==> config.mk <==
export PLATFORM = sky130hd
export DESIGN_NAME = pdh_dac_axis_tx
export DESIGN_NICKNAME = d
export VERILOG_FILES = /design/src/rtl/pdh_pkg.sv /design/src/rtl/pdh_sync_fifo.sv /design/src/rtl/pdh_dac_axis_tx.sv
export SDC_FILE = /design/constraint.sdc
export NUM_CORES = 1
export LEC_CHECK = 0
export ABC_AREA = 1
export BUFFER_PORTS_ARGS = -buffer_cell sky130_fd_sc_hd__buf_4
export CAP_MARGIN = 20
export CORE_MARGIN = 2
export CORE_UTILIZATION = 45
export CTS_BUF_LIST = sky130_fd_sc_hd__clkbuf_2 sky130_fd_sc_hd__clkbuf_4 sky130_fd_sc_hd__clkbuf_8
export DETAILED_ROUTE_END_ITERATION = 10
export PLACE_DENSITY = 0.62
export SYNTH_ARGS = -nofsm -noshare
export SYNTH_HDL_FRONTEND = slang
export SYNTH_SLANG_ARGS = --single-unit
export TNS_END_PERCENT = 100
==> constraint.sdc <==
create_clock -name clk -period 7.3 [get_ports clk]
set_input_delay 1.095 -clock clk [delete_from_list [all_inputs] [get_ports clk]]
set_output_delay 1.095 -clock clk [all_outputs]
set_load 0.05 [all_outputs]
==> src/rtl/pdh_pkg.sv <==
// Shared types, limits and the DAC saturation helper for the
// PDH DAC transmit path.
package pdh_pkg;

  typedef enum logic [1:0] {
    IDLE   = 2'd0,
    PRIME  = 2'd1,
    STREAM = 2'd2,
    PARK   = 2'd3
  } dac_tx_state_t;

  localparam logic signed [15:0] DAC_MAX = 16'sd8191;
  localparam logic signed [15:0] DAC_MIN = -16'sd8192;

  // Returns {clip, sample[13:0]}; clip is set when the input
  // was outside the 14-bit two's complement range.
  function automatic logic [14:0] sat_dac(
    input logic signed [15:0] x
  );
    logic [14:0] r;
    if (x > DAC_MAX)
      r = {1'b1, DAC_MAX[13:0]};
    else if (x < DAC_MIN)
      r = {1'b1, DAC_MIN[13:0]};
    else
      r = {1'b0, x[13:0]};
    return r;
  endfunction

  // Sign-extend a 14-bit DAC sample to a 16-bit lane.
  function automatic logic [15:0] sext14(
    input logic [13:0] s
  );
    return {{2{s[13]}}, s};
  endfunction

endpackage

==> src/rtl/pdh_sync_fifo.sv <==
// Synchronous show-ahead FIFO with a level counter and flush.
// Ports: clk, rst_i (async high), flush_i, push_i/din_i,
//   pop_i/dout_o, full_o, empty_o, level_o (0..DEPTH).
module pdh_sync_fifo #(
  parameter  int WIDTH = 32,
  parameter  int DEPTH = 4,
  localparam int AW    = $clog2(DEPTH),
  localparam int LW    = $clog2(DEPTH + 1)
) (
  input  logic             clk,
  input  logic             rst_i,
  input  logic             flush_i,
  input  logic             push_i,
  input  logic [WIDTH-1:0] din_i,
  input  logic             pop_i,
  output logic [WIDTH-1:0] dout_o,
  output logic             full_o,
  output logic             empty_o,
  output logic [LW-1:0]    level_o
);

  logic [WIDTH-1:0] mem [DEPTH];
  logic [AW-1:0]    wr_ptr;
  logic [AW-1:0]    rd_ptr;
  logic [LW-1:0]    level;
  logic             do_push;
  logic             do_pop;

  assign full_o  = (level == LW'(DEPTH));
  assign empty_o = (level == '0);
  assign level_o = level;
  assign dout_o  = mem[rd_ptr];

  // A full FIFO never takes a push, even with a same-cycle pop.
  assign do_push = push_i && !full_o;
  assign do_pop  = pop_i && !empty_o;

  always_ff @(posedge clk) begin
    if (do_push && !flush_i)
      mem[wr_ptr] <= din_i;
  end

  always_ff @(posedge clk or posedge rst_i) begin
    if (rst_i) begin
      wr_ptr <= '0;
      rd_ptr <= '0;
      level  <= '0;
    end else if (flush_i) begin
      wr_ptr <= '0;
      rd_ptr <= '0;
      level  <= '0;
    end else begin
      if (do_push)
        wr_ptr <= wr_ptr + 1'b1;
      if (do_pop)
        rd_ptr <= rd_ptr + 1'b1;
      unique case ({do_push, do_pop})
        2'b10:   level <= level + 1'b1;
        2'b01:   level <= level - 1'b1;
        default: level <= level;
      endcase
    end
  end

endmodule

==> src/rtl/pdh_dac_axis_tx.sv <==
// PDH DAC transmit: saturates ch1/ch2 to 14 bits, buffers pairs
// and streams {ch2,ch1} as an AXIS master; parks at 0 when off.
// Ports: clk, rst_i, en_i, ch1/ch2_data_i, data_valid_i,
//   data_ready_o, M_AXIS_*, underrun_cnt_o, sat_cnt_o, status_o.
module pdh_dac_axis_tx
  import pdh_pkg::*;
#(
  parameter int IN_WIDTH         = 16,
  parameter int DAC_DATA_WIDTH   = 14,
  parameter int AXIS_TDATA_WIDTH = 32,
  parameter int FIFO_DEPTH       = 4
) (
  input  logic                        clk,
  input  logic                        rst_i,
  input  logic                        en_i,
  input  logic [IN_WIDTH-1:0]         ch1_data_i,
  input  logic [IN_WIDTH-1:0]         ch2_data_i,
  input  logic                        data_valid_i,
  output logic                        data_ready_o,
  output logic [AXIS_TDATA_WIDTH-1:0] M_AXIS_tdata_o,
  output logic                        M_AXIS_tvalid_o,
  input  logic                        M_AXIS_tready_i,
  output logic [15:0]                 underrun_cnt_o,
  output logic [15:0]                 sat_cnt_o,
  output logic [7:0]                  status_o
);

  localparam int LW = $clog2(FIFO_DEPTH + 1);

  dac_tx_state_t               state;
  logic [14:0]                 s1;
  logic [14:0]                 s2;
  logic                        clip;
  logic [AXIS_TDATA_WIDTH-1:0] word;
  logic                        push;
  logic                        hs;
  logic                        fifo_pop;
  logic                        fifo_flush;
  logic                        fifo_full;
  logic                        fifo_empty;
  logic [LW-1:0]               fifo_level;
  logic [LW-1:0]               lvl_nxt;
  logic [AXIS_TDATA_WIDTH-1:0] fifo_dout;

  assign s1   = sat_dac(ch1_data_i);
  assign s2   = sat_dac(ch2_data_i);
  assign clip = s1[14] || s2[14];
  assign word = {sext14(s2[13:0]), sext14(s1[13:0])};

  // A pair offered in the cycle en_i falls is dropped even
  // though the registered ready is still high.
  assign push = data_valid_i && data_ready_o && en_i;
  assign hs   = M_AXIS_tvalid_o && M_AXIS_tready_i;

  always_comb begin
    fifo_pop   = 1'b0;
    fifo_flush = 1'b0;
    unique case (state)
      PRIME: begin
        if (!en_i)
          fifo_flush = 1'b1;
        else if (!fifo_empty)
          fifo_pop = 1'b1;
      end
      STREAM: begin
        if (hs && !en_i)
          fifo_flush = 1'b1;
        else if (hs && !fifo_empty)
          fifo_pop = 1'b1;
      end
      default: ;
    endcase
  end

  // Ready is registered from the level the FIFO will hold after
  // this edge, so it never admits a push into a full FIFO.
  always_comb begin
    if (fifo_flush)
      lvl_nxt = '0;
    else
      lvl_nxt = fifo_level + LW'(push) - LW'(fifo_pop);
  end

  pdh_sync_fifo #(
    .WIDTH (AXIS_TDATA_WIDTH),
    .DEPTH (FIFO_DEPTH)
  ) u_fifo (
    .clk     (clk),
    .rst_i   (rst_i),
    .flush_i (fifo_flush),
    .push_i  (push),
    .din_i   (word),
    .pop_i   (fifo_pop),
    .dout_o  (fifo_dout),
    .full_o  (fifo_full),
    .empty_o (fifo_empty),
    .level_o (fifo_level)
  );

  always_ff @(posedge clk or posedge rst_i) begin
    if (rst_i) begin
      state           <= IDLE;
      data_ready_o    <= 1'b0;
      M_AXIS_tdata_o  <= '0;
      M_AXIS_tvalid_o <= 1'b0;
      underrun_cnt_o  <= '0;
      sat_cnt_o       <= '0;
    end else begin
      data_ready_o <= en_i && (lvl_nxt != LW'(FIFO_DEPTH));
      if (push && clip && (sat_cnt_o != 16'hFFFF))
        sat_cnt_o <= sat_cnt_o + 1'b1;
      unique case (state)
        IDLE: begin
          if (en_i)
            state <= PRIME;
        end
        PRIME: begin
          if (!en_i) begin
            state <= IDLE;
          end else if (!fifo_empty) begin
            M_AXIS_tdata_o  <= fifo_dout;
            M_AXIS_tvalid_o <= 1'b1;
            state           <= STREAM;
          end
        end
        STREAM: begin
          if (hs) begin
            if (!en_i) begin
              M_AXIS_tdata_o <= '0;
              state          <= PARK;
            end else if (!fifo_empty) begin
              M_AXIS_tdata_o <= fifo_dout;
            end else if (underrun_cnt_o != 16'hFFFF) begin
              underrun_cnt_o <= underrun_cnt_o + 1'b1;
            end
          end
        end
        PARK: begin
          if (hs) begin
            M_AXIS_tvalid_o <= 1'b0;
            state           <= IDLE;
          end
        end
        default: state <= IDLE;
      endcase
    end
  end

  assign status_o = {3'b000, 3'(fifo_level), state};

  logic unused_ok;
  assign unused_ok = fifo_full;

endmodule
==> flow_metrics.env <==
export IMPL_fin_ws_ns=4.66
export IMPL_clk_pin_slew_ns=0.09
export IMPL_slew_violations=0
export IMPL_outcome="finished clean"
export IMPL_synth_cell_type_count=32
export IMPL_worstSkewPairLatency_ns=0.48
export IMPL_yosys_most_used_dff="edfxtp_1"
export IMPL_dr_total_vias=6191
export IMPL_start_util_pct=45.9
export IMPL_hpwl_um=11600
export IMPL_cp_slowest_cell="fa_1"
export IMPL_synth_edf_count=112
export IMPL_drive_above_1_share_pct=17.3
export IMPL_numCtsBuffers=17
export IMPL_post_place_ws_ns=4.26
export IMPL_io_pins=111
export IMPL_final_nets=1071
export IMPL_max_freq_ghz=0.379
export IMPL_p_per_area_mw_per_mm2=226
export IMPL_endpoint_kind="register"
export IMPL_finalSetupTns_ns=0
export IMPL_setup_violations_final=0
export IMPL_critical_path_max_fanout=6
export IMPL_synth_warnings=0
export IMPL_worst_pin_slew_ns=1.01
export IMPL_drtPass1Iterations=5
export IMPL_p_seq_share_pct=55.1
export IMPL_die_w_um=142
export IMPL_ctsResizeCount=0
export IMPL_grt_max_degree=76
export IMPL_total_power_mw=2.25
export IMPL_diodes=0
export IMPL_cts_tree="yes"
export IMPL_ys_seq_elements=187
export IMPL_io_buffers=107
export IMPL_std_cell_rows=50
export IMPL_wl_per_cell_um=14.7
export IMPL_drv_cap=0
export IMPL_pwr_share_clk_pct=27.8
export IMPL_p_sw_share_pct=30.8
export IMPL_cts_setup_buffers=0
export IMPL_cp_cell_sequence="inv_1 -> ha_1 -> nand2_1 -> o21ai_1 -> nand2_1 -> inv_1 -> ha_1 -> inv_1 -> ha_1 -> inv_1 -> fa_1 -> nand2_1 -> inv_1 -> a31oi_1"
export IMPL_p_leak_nw=4.36
export IMPL_root_buffer="clkbuf_8"
export IMPL_die_area_mm2=0.0202
export IMPL_path_class="register to register"
export IMPL_fin_crit_ns=2.64
export IMPL_grtUsageTotal_pct=19.4
export IMPL_p_sw_mw=0.694
export IMPL_rsz0062_at_grt="false"
export IMPL_grt_pass1_wl_um=30300
export IMPL_synth_avg_cell_area_um2=9.36
export IMPL_netlist_instances=916
export IMPL_drc=0
export IMPL_cts_buffer_depth=2
export IMPL_hold_ws_ns=0.480
export IMPL_chipHeight_um=142
export IMPL_seq_area_frac_synth_pct=61.1
export IMPL_yosys_top_cells_area="edfxtp_1, dfrtp_1, nand2_1"
export IMPL_cts_hold_buf=0
export IMPL_max_slew_margin_rel_pct=32.2
export IMPL_final_core_util_pct=53.3
export IMPL_drt_iter0_drc=303
export IMPL_cts_sinks=187
export IMPL_grt_overflow_total=0
export IMPL_finalWirelength_um=18700
export IMPL_hp_class="register to register"
export IMPL_final_cell_mix="nand2_1, buf_4, edfxtp_1"
export IMPL_fin_skew_ns=0.0143
export IMPL_p_comb_share_pct=17.1
export IMPL_gp_congestion=0.801
export IMPL_core_mm2=0.0187
export IMPL_first_global_vias=5923
export IMPL_async_flop_share_pct=40.1
export IMPL_irDropWorstVdd_uv=124
export IMPL_ant_nets=0
export IMPL_crit_top_cell="inv_1"
export IMPL_crit_required_ns=7.63
export IMPL_syn_cell_area_mm2=0.00858
export IMPL_critPathMaxStageDelay_ns=0.48
export IMPL_synth_largest_area_cell="edfxtp_1"
export IMPL_netlist_area_leader_share_pct=39.2
export IMPL_p_int_mw=1.56
export IMPL_syn2layout_area_growth_pct=16.1
export IMPL_cp_start_kind="register"
export IMPL_min_period_over_period_pct=36.1
export IMPL_arrival_ns=2.97
export IMPL_layout_commonest_cell="nand2_1"
export IMPL_viasPerCell=4.89
export IMPL_cts_htree_levels=4
export IMPL_antenna_found_initial=0
export IMPL_finalHoldViolations=0
==> sequential cells by signal, indices dropped and copies added (netlist names), named ones only <==
| name | count |
|---|---|
| u_fifo.mem | 112 |
| M_AXIS_tdata_o | 32 |
| sat_cnt_o | 16 |
| underrun_cnt_o | 16 |
| u_fifo.level_o | 3 |
| u_fifo.rd_ptr | 2 |
| u_fifo.wr_ptr | 2 |
| M_AXIS_tvalid_o | 1 |
| data_ready_o | 1 |
| state | 1 |
==> kinds of logic (layout without fill, tap and decap cells) <==
logic type	count (synthesis)	count (layout)	share of synthesized area [%]
other	1	3	0.0437
buffers and inverters	85	200	4.43
adders and majority gates	14	14	2.22
and+or+nand+nor	521	521	24.6
xor gates and xnor gates	22	22	2.25
DFF	187	187	61.1
AOI/OAI and AO/OA	86	86	5.34
==> final timing paths <==
path                                    start                  to  slack [ns]  cells after the start
min reg2reg                M_AXIS_tdata_o[13]  M_AXIS_tdata_o[13]        0.48                      2
max                                  state[0]        data_ready_o        4.66                     14
max in group asynchronous               rst_i  M_AXIS_tdata_o[17]        6.07                      4
min                        M_AXIS_tdata_o[13]  M_AXIS_tdata_o[13]        0.48                      2
max reg2reg                          state[0]        data_ready_o        4.66                     14
min in group asynchronous               rst_i       sat_cnt_o[13]        0.67                      3
==> routing by layer <==
| metal | track usage [%] | up-vias | part of all wire [%] |
|---|---|---|---|
| li1 | - | 3195 | - |
| met1 | 25.4 | 2861 | 47 |
| met4 | 6.32 | 0 | 1.5 |
| met2 | 32.6 | 117 | 47 |
| met3 | 3.70 | 18 | 4.2 |
| met5 | 0 | - | 0 |
==> per-stage QoR <==
| stage | instance area, um2 | cells |
|---|---|---|
| final | 9960 | 1267 |
| after global placement | 9570 | 1233 |
| after CTS | 9920 | 1265 |
| after floorplan | 8580 | 918 |
| after global routing | 9960 | 1267 |
| after detailed placement | 9570 | 1233 |
==> power by group through the flow <==
stage,logic (mW),registers (mW),clock network (mW)
4_1_cts,0.389,1.24,0.642
3_3_place_gp,0.383,1.27,0
3_5_place_dp,0.388,1.27,0
6_report,0.385,1.24,0.626
2_1_floorplan,0.178,1.35,0
5_1_grt,0.428,1.25,0.682
==> cell type report <==
type / instances / area (um2)
inverter: 49 / 185
clock buffer: 18 / 241
multi-input combinational: 646 / 2970
timing repair buffer: 119 / 921
fill: 1742 / 8740
tap: 234 / 293
sequential: 187 / 5240
clock inverter: 14 / 108
==> synth_stat cells (all sizes together) (11+ instances only) <==
library cell  count
buf              25
clkbuf           11
dfrtp            75
edfxtp          112
ha               12
inv              49
nand2           349
nand3            49
nor2            111
o21ai            67
o22ai            12
xnor2            14
==> worst max-delay path, delay by kind of cell, from the launching register on <==
kind                       cells  cell delay (ns)
buffers and inverters          5             0.36
and+or+nand+nor                3             0.28
adders and majority gates      4             1.11
DFF                            1             0.45
AOI/OAI and AO/OA              2             0.31
No activity file was read; power rests on OpenSTA's default activity.
